**src/rtl/game_fsm.sv**
```systemverilog
// ============================================================================
// game_fsm : top-level game flow controller (cover / play / hit / bomb / end)
// Revision : 1.0
// ============================================================================
`default_nettype none

module game_fsm #(
  parameter int INIT_LIFE   = 3,
  parameter int INIT_BOMB   = 3,
  parameter int HIT_CYCLES  = 100000000,
  parameter int BOMB_CYCLES = 50000000
) (
  input  logic       clk,
  input  logic       rstn,
  input  logic       enter,
  input  logic       bomb,
  input  logic       collision,
  input  logic       die,
  output logic [3:0] game_state,
  output logic [3:0] num_life,
  output logic [3:0] num_bomb,
  output logic       game_en,
  output logic       game_reset
);

  typedef enum logic [3:0] {
    S_IDLE  = 4'b0000,
    S_COVER = 4'b0001,
    S_PLAY  = 4'b0010,
    S_BOMB  = 4'b0011,
    S_WIN   = 4'b1000,
    S_OVER  = 4'b1001,
    S_HIT   = 4'b1010
  } state_t;

  localparam logic [3:0]  C_LIFE_INIT = 4'(INIT_LIFE);
  localparam logic [3:0]  C_BOMB_INIT = 4'(INIT_BOMB);
  localparam logic [31:0] C_HIT_LAST  = 32'(HIT_CYCLES - 1);
  localparam logic [31:0] C_BOMB_LAST = 32'(BOMB_CYCLES - 1);

  state_t      state_q, state_d;
  logic [3:0]  life_q, life_d;
  logic [3:0]  bomb_cnt_q, bomb_cnt_d;
  logic [31:0] timer_q, timer_d;
  logic        enter_prev_q, bomb_prev_q;
  logic        enter_rise, bomb_rise;

  assign enter_rise = enter & ~enter_prev_q;
  assign bomb_rise  = bomb & ~bomb_prev_q;

  always_ff @(posedge clk or negedge rstn) begin
    if (!rstn) begin
      state_q      <= S_IDLE;
      life_q       <= C_LIFE_INIT;
      bomb_cnt_q   <= C_BOMB_INIT;
      timer_q      <= '0;
      enter_prev_q <= 1'b0;
      bomb_prev_q  <= 1'b0;
    end else begin
      state_q      <= state_d;
      life_q       <= life_d;
      bomb_cnt_q   <= bomb_cnt_d;
      timer_q      <= timer_d;
      enter_prev_q <= enter;
      bomb_prev_q  <= bomb;
    end
  end

  // Timer defaults to 0 so it only counts while a timed phase is held.
  always_comb begin
    state_d    = state_q;
    life_d     = life_q;
    bomb_cnt_d = bomb_cnt_q;
    timer_d    = '0;
    case (state_q)
      S_IDLE: begin
        life_d     = C_LIFE_INIT;
        bomb_cnt_d = C_BOMB_INIT;
        state_d    = S_COVER;
      end
      S_COVER: begin
        if (enter_rise) state_d = S_PLAY;
      end
      S_PLAY: begin
        if (die) begin
          state_d = S_WIN;
        end else if (collision) begin
          if (life_q <= 4'd1) begin
            life_d  = 4'd0;
            state_d = S_OVER;
          end else begin
            life_d  = life_q - 4'd1;
            state_d = S_HIT;
          end
        end else if (bomb_rise && (bomb_cnt_q != 4'd0)) begin
          bomb_cnt_d = bomb_cnt_q - 4'd1;
          state_d    = S_BOMB;
        end
      end
      S_HIT: begin
        if (die)                      state_d = S_WIN;
        else if (timer_q == C_HIT_LAST) state_d = S_PLAY;
        else                          timer_d = timer_q + 32'd1;
      end
      S_BOMB: begin
        if (die)                       state_d = S_WIN;
        else if (timer_q == C_BOMB_LAST) state_d = S_PLAY;
        else                           timer_d = timer_q + 32'd1;
      end
      S_WIN, S_OVER: begin
        if (enter_rise) state_d = S_IDLE;
      end
      default: state_d = S_IDLE;
    endcase
  end

  assign game_state = state_q;
  assign num_life   = life_q;
  assign num_bomb   = bomb_cnt_q;
  assign game_en    = (state_q == S_PLAY) || (state_q == S_HIT) || (state_q == S_BOMB);
  assign game_reset = (state_q == S_IDLE);

endmodule

`default_nettype wire

```
**config.mk**
```make
export PLATFORM = sky130hd
export DESIGN_NAME = game_fsm
export DESIGN_NICKNAME = d
export VERILOG_FILES = /design/src/rtl/game_fsm.sv
export SDC_FILE = /design/constraint.sdc
export NUM_CORES = 1
export LEC_CHECK = 0
export ABC_AREA = 1
export CORE_MARGIN = 3
export CORE_UTILIZATION = 33
export CTS_CLUSTER_SIZE = 28
export DETAILED_ROUTE_END_ITERATION = 10
export PLACE_DENSITY = 0.56
export SYNTH_ARGS = -nofsm -noshare
export SYNTH_HDL_FRONTEND = slang
export SYNTH_SLANG_ARGS = --single-unit
```
**constraint.sdc**
```tcl
create_clock -name clk -period 4.1 [get_ports clk]
set_input_delay 0.82 -clock clk [delete_from_list [all_inputs] [get_ports clk]]
set_output_delay 0.82 -clock clk [all_outputs]
set_load 0.02 [all_outputs]
```
## Word level (Yosys, flattened, before mapping)

Index checks and enable logic that the tools add are counted.

- Add/sub/neg operators: 3
- $mul: 0
- Div/mod/pow operators: 0
- $lt $le $gt $ge: 1
- Equality and inequality tests: 17
- Shift-type cells: 0
- Multiplexer cells: 24
- Bitwise operators: 4
- Reduce and logical (&&, ||, !) cells: 10

Operators with widths:

| kind | number |
|---|---|
| $mux W32 | 4 |
| $pmux W32 S2 | 1 |
| $mux W4 | 15 |
| $add A32 B1 Y32 const B | 1 |
| $eq A32 B26 Y1 const B | 1 |
| $eq A32 B27 Y1 const B | 1 |
| $pmux W4 S6 | 1 |
| $pmux W4 S2 | 2 |
| $eq A4 B4 Y1 const B | 3 |
| $ne A2 B2 Y1 const B | 6 |
| $eq A4 B2 Y1 const B | 2 |
| $sub A4 B1 Y4 const B | 2 |
| $ne A3 B3 Y1 const B | 2 |
| $reduce_and A5 Y1 | 1 |
| $eq A4 B1 Y1 const B | 1 |
| $le A4 B1 Y1 const B | 1 |
| $logic_not A4 Y1 | 1 |
| $ne A4 B4 Y1 const B | 1 |
| $reduce_and A4 Y1 | 1 |
| $reduce_bool A4 Y1 | 1 |
| $reduce_and A3 Y1 | 1 |
| $and A1 B1 Y1 | 2 |
| $logic_or A1 B1 Y1 | 2 |
| $mux W2 | 1 |
| 4 further kinds | 5 |

- Register bits: 46
- Latch bits: 0
- Bits in writable memories: 0
- Memory bits (read-only): 0
- Output and inout port bits: 14
- Logic and storage cells: 65
- Memories: 0

## Longest topological paths before layout

- Word-level depth: 7
- Gate-level depth with buffers: 11

## Least setup slack after synthesis

Ideal clock, no wire load.

- Path type: register to output
- From: register state_q[3] (netlist: game_state[3])
- To: output game_en
- Arrival: 0.982 ns
- Data required time: 3.280 ns
- Slack: 2.298 ns
- Stages on the path, launching flop included: 4
- Cell sequence: dfrtp_1 > inv_2 > nand3_1 > nand2_1

- Cells in the longest elaborated chain, start to end: 3

RTL lines:

| item | line | text |
|---|---|---|
| from (decl) | 41 | `state_t state_q, state_d;` |
| from (signal assigned) | 60 | `state_q <= state_d;` |
| $eq A4 B2 Y1 or $eq A4 B4 Y1 (tied branches) | 120 | `assign game_en = (state_q == S_PLAY) \|\| (state_q == S_HIT) \|\| (state_q == S_BOMB);` |
| $logic_or A1 B1 Y1 | 120 |  |
| $logic_or A1 B1 Y1 (*) | 120 |  |
| to (decl) | 22 | `output logic game_en,` |

Mark *: on every way between the ends. The rest lies on a longest branch, timed or not.

## Final worst setup path

Ends and elaborated chain as after synthesis.

==> reports/qor.yml <==
place:
  place_ws_ns: 1.526
  dpl.hpwl_um: 5129
  port_buffers: 18
  place_inst: 522
  gp_congestion: 0.8877
clocking:
  path_clk_slew_ns: 0.09
  cts_setup_buffers: 0
  cts_resized: 0
  cts_tree: "done"
  numCtsBuffers: 5
  cts_buffer_depth: 2
  cts_hold_buffers: 0
  numClockSinks: 45
  cts_root_buf: "clkbuf_8"
  h-tree-depth: 2
  clk-insertion-delay-late_ns: 0.31
final_layout:
  area_growth_pct: 10.83
  fillCellCount: 911
  multi_input_area_um2: 1543
  nets: 434
  finish.utilization_pct: 38.76
  instances_no_fill: 530
  seqCellArea_um2: 1131
  diodes: 0
  drive_above_1_share_pct: 11.06
drt:
  drc: 0
  vias_per_cell: 4.730
  postRouteAntennaNets: 0
  dr.pass1.iters: 4
  wl_per_cell_um: 12.83
  wl_um: 6801
  first_iter_violations: 138
  vias: 2507
grt:
  grt_max_degree: 46
  track_usage_pct: 14.64
  grt_pass1_wl_um: 11800
  grt_overflow: 0
  first_global_vias: 2492
  antenna_found_initial: 0
synth:
  avgSynthCellArea_um2: 7.254
  ys_seq_area_share_pct: 38.40
  synth_area_leaders: "dfrtp_1, nand2_1, inv_1"
  synth_simple_gate_area_share_pct: 36.24
  yosysTopAreaCellShare_pct: 34.83
  synth_fp_nets: 416
  synthMuxAreaShare_pct: 0
  synth_top_family_by_area: "simple AND/OR/NAND/NOR gates"
  synth_compound_area_share_pct: 8.666
  synth_adder_area_share_pct: 1.699
  syn_inst: 406
  yosysWarnings: 0
  synth_top_cell_by_area: "dfrtp_1"
  synth_cell_types: 33
  ys_ff_latch: 45
  synth_area_um2: 2945
  synth-xor-area-share_pct: 5.650
critical_path:
  crit_arrival_ns: 1.83
  critPathLaunchType: "flip-flop"
  path_class: "flip-flop to primary output"
  cp_max_fo: 5
  crit_path_end_kind: "primary output"
  cp.required_ns: 3.28
  regToRegSetupSlack_ns: 1.92
timing:
  max-slew-margin-rel_pct: 32.60
  finalSetupViolCount: 0
  period_needed_ns: 2.650
  rsz0062_at_grt: "no"
  worst_slew_pin_slew_ns: 1.011
  skew_ns: 0.01009
  clock.fmax_ghz: 0.3773
  finalWorstSetupSlack_ns: 1.450
  hold_viol: 0
  finalCritPeriodShare_pct: 64.64
  slew_viol_final: 0
  setup_tns_ns: 0
floorplanning:
  fp.dieW_um: 100.5
  ioPinCount: 20
  die_h_um: 100.5
  start_util_pct: 34.97
  coreArea_um2: 8423
  die-area_um2: 10100
  rows: 33
status:
  status: "completed"
hold_path:
  hp-class: "flip-flop to flip-flop"
pwr:
  leakage_nw: 1.385
  ir_drop_uv: 414.6
  power_density_nw_per_um2: 430.3
  finalPower_w: 0.001405
flow_run:
  drv_cap: 0
## logic make-up after synthesis
family | Yosys count
flops | 45
fa+ha+maj | 4
xor+xnor | 19
other cells | 1
compound gates | 46
simple gates | 232
buf+inv | 59
## worst paths after layout
path | to | cells past startpoint | start
max | game_en | 4 | game_state[3]$_DFFE_PN0P_
min | timer_q[0]$_DFF_PN0_ | 1 | timer_q[0]$_DFF_PN0_
max reg2reg | game_state[3]$_DFFE_PN0P_ | 10 | timer_q[0]$_DFF_PN0_
min reg2reg | timer_q[0]$_DFF_PN0_ | 1 | timer_q[0]$_DFF_PN0_
max in group asynchronous | timer_q[25]$_DFF_PN0_ | 1 | rstn
min in group asynchronous | timer_q[21]$_DFF_PN0_ | 1 | rstn
## sequential cells by signal, summed over array words and instances, names as in the netlist
name and count:
bomb_prev_q 1, enter_prev_q 1, num_life 4, game_state 3
timer_q 32, num_bomb 4
## power breakdown
part / internal [W] / switching, W
Sequential: 0.000503 / 0.0000562
Clock: 0.000121 / 0.000161
Combinational: 0.000213 / 0.000349
## cells in the mapped netlist
library cell    n
a2111oi_0       1
a21boi_0        1
a21oi_1        28
a21oi_2         3
a32oi_1         1
and3_1          1
buf_12          1
buf_4           3
buf_6           3
conb_1          1
dfrtp_1        41
dfstp_2         4
ha_1            4
inv_1          49
inv_2           3
nand2_1       119
nand2_2         7
nand2_4         3
nand3_1        25
nand3_2         2
nand4_1         6
nand4_2         1
nor2_1         47
nor2_2         10
nor2_4          2
nor2_8          2
nor3_1          6
nor3_2          1
o21ai_0         8
o21ai_1         3
o21ai_2         1
xnor2_1         5
xor2_1         14
## layout by cell type (no fill, tap or decap)
cell / n
o21ai_0: 8
nand4_2: 1
o21ai_2: 1
a32oi_1: 1
nand3_2: 2
nor2_2: 10
clkdlybuf4s50_1: 17
inv_2: 3
xor2_1: 14
dfstp_2: 4
nand4_1: 6
a2111oi_0: 1
inv_1: 49
a21oi_2: 3
nand2_2: 7
conb_1: 1
clkinv_4: 1
nor2_4: 2
clkinvlp_4: 1
ha_1: 4
clkbuf_1: 1
nor2_8: 2
nand2_4: 3
nand3_1: 25
o21ai_1: 3
buf_2: 1
nand2_1: 119
clkbuf_8: 5
dfrtp_1: 41
nor3_1: 6
nor2_1: 47
xnor2_1: 5
nor3_2: 1
and3_1: 1
a21boi_0: 1
a21oi_1: 28
## metal layers
metal | up-vias | global-route usage (%) | wire length (um)
met4 | 0 | 3.731 | 68
met1 | 1147 | 20.91 | 3372
met2 | 46 | 23.04 | 3100
li1 | 1307 | - | -
met3 | 7 | 2.491 | 260
met5 | - | 0 | 0
## worst max-delay path, cell delays in order (launching register included)
cell             delay, ns
dfrtp_1               0.50
inv_2                 0.13
nand3_1               0.16
nand2_1               0.13
clkdlybuf4s50_1       0.61
## layout make-up
type	instances	share of cell area, %
multi-input cells	302	47.26
repair buffers	18	5.366
inverters	52	5.979
clock inverters	2	0.4983
flip-flops and latches	45	34.65
well taps	105	4.025
clock buffers	6	2.223
## through the flow
step,hold slack [ns],area [um2]
2_1_floorplan,0.4636,2945
3_3_place_gp,0.4968,3176
6_report,0.5155,3264
4_1_cts,0.5205,3264
5_1_grt,0.5535,3264
3_5_place_dp,0.5063,3176
(Power assumes the default switching activity.)
==> RTL change: new RTL, same flow settings <==
Reset style: synchronous (`rstn`), changed in one clocked block.
--- a/src/rtl/game_fsm.sv
+++ b/src/rtl/game_fsm.sv
@@ -49,5 +49,5 @@
   assign bomb_rise  = bomb & ~bomb_prev_q;
 
-  always_ff @(posedge clk or negedge rstn) begin
+  always_ff @(posedge clk) begin
     if (!rstn) begin
       state_q      <= S_IDLE;
Check against the original RTL: differs if rstn is asserted again (counterexample within 4 cycles, from zero or initial values and one cycle with rstn low); with rstn held inactive, the same outputs for 10 cycles.
==> RTL change against the unedited design <==
- clock skew is 0.0029 ns higher
- area after synthesis fell by 12%
- worst setup slack worse by 0.18 ns
- critical path depth did not move
- sequential share of layout area shrank 4.0 points
- non-clock buffer count unchanged
- final area fell by 9.8%
- fmax down 6.4%
- sequential power decreased by 11%
- final cell count is 7.7% lower
- critical endpoint is now timer_q[2]
- via count fell by 11%
- routed wire length down 20%
- highest routed layer unchanged
- largest power group is now sequential cells
- power fell by 13%
- sequential cell count did not move
==> RTL change: results (changes against the unedited design) <==
top_layer_used: "met4"
worst_path_largest_cell_delay_ns: 0.72  # +0.11 ns
outcome: "finished, final reports clean"
gp_congestion: 0.829  # -6.6%
internal_power_uw: 768  # -8.3%
postSynthNetCount: 381  # -8.4%
postSynth.asyncResetShare: 0  # -1.00
groute.layer.met3.usage: 0.0343  # +0.00935
path_max_fanout: 29  # +24
detail_route.wl_per_cell_um: 11.1  # -13%
final.signal_inverter_count: 50  # -3.8%
drtIter0Drc: 59  # -57%
r2r_setup_slack_ns: 1.79  # -0.13 ns
fillCellCount: 810  # -11%
dr_total_vias: 2235  # -11%
top_ff_cell_synth: "dfxtp_1"
final_cell_count_no_fill: 489  # -7.7%
num-clock-buffers: 7  # +1
reg2reg_from: "timer_q[0]"
met3WireLength_um: 189  # -27%
grt_max_degree: 30  # -35%
multi_input_gates: 270  # -11%
grt_first_pass_wirelength_um: 9470  # -20%
met1_resource_use_gr: 0.172  # -0.0373
met2_routed_wl_um: 2390  # -23%
synth_sequential_area_ratio: 0.346  # -0.0377
max-vdd-ir-drop_uv: 269  # -35%
reg2reg_to: "timer_q[27]"
final-clk-cell-share: 0.0293  # +0.00211
holdPathEnd: "timer_q[0]"
hold_path_startpoint: "timer_q[0]"
synth_area_per_cell_sq_um: 7.03  # -3.1%
cpLargestDelayFamily: "simple AND/OR/NAND/NOR gates"
numSequentialCells: 45  # unchanged
synth.cells.most_frequent: "70 x nand2_1, 70 x nor2_1, 50 x inv_1"
post_synth_fa_ha_maj_area_fraction: 0.0241  # +0.00706
post_route_cells_drive_above_1_share: 0.0846  # -0.0260
slew_headroom: 0.397  # +0.0709
static-leakage-power_uw: 0.00107  # -22%
synthXorXnorAreaFrac: 0.0707  # +0.0142
first_global_vias: 2139  # -14%
seqCellArea_sq_um: 901  # -20%
timing.critical_path.arrival_ns: 3.04  # +1.21 ns
syn_inst: 370  # -8.9%
hold_ws_ns: 0.482  # -0.0330 ns
synth_compound_area_frac: 0.0524  # -0.0342
multi_input_gate_share_of_total_cell_area: 0.498  # +0.0251
grt_util_met2: 0.215  # -0.0155
dp.final_hpwl_um: 4160  # -19%
place.detailed.instances: 482  # -7.7%
track_usage: 0.133  # -0.0138
non_clock_buffer_area_share: 0.0612  # +0.00754
sh_seq_area: 0.306  # -0.0405
-- RTL change: cell types whose count changed after synthesis, sizes merged, moves of 3 or more --
cell and change:
nand4 +5, nor3b +4, xnor2 -3, dfstp -4
nand2 -51, nor2 +27, dfrtp -41, nand3 -6
o211ai +4, a21oi -24, nor3 +5, dfxtp +45
buf -3, xor2 +5
-- RTL change: power by group through the flow --
stage	Combinational, uW	Sequential (uW)	Clock [uW]
CTS	444	501	294
finish	443	500	282
detailed placement	439	510	0
floorplan	261	537	0
global route	496	506	314
global placement	435	510	0
-- RTL change: worst max path at each step --
stage | to | slack, ns | from | cells past startpoint
detailed placement | timer_q[2] | 0.90 | rstn | 4
finish | timer_q[2] | 1.27 | rstn | 4
floorplan | game_en | 2.29 | game_state[1] | 2
global placement | timer_q[3] | 1.05 | rstn | 4
CTS | timer_q[26] | 1.23 | rstn | 4
global route | timer_q[26] | 1.02 | rstn | 4
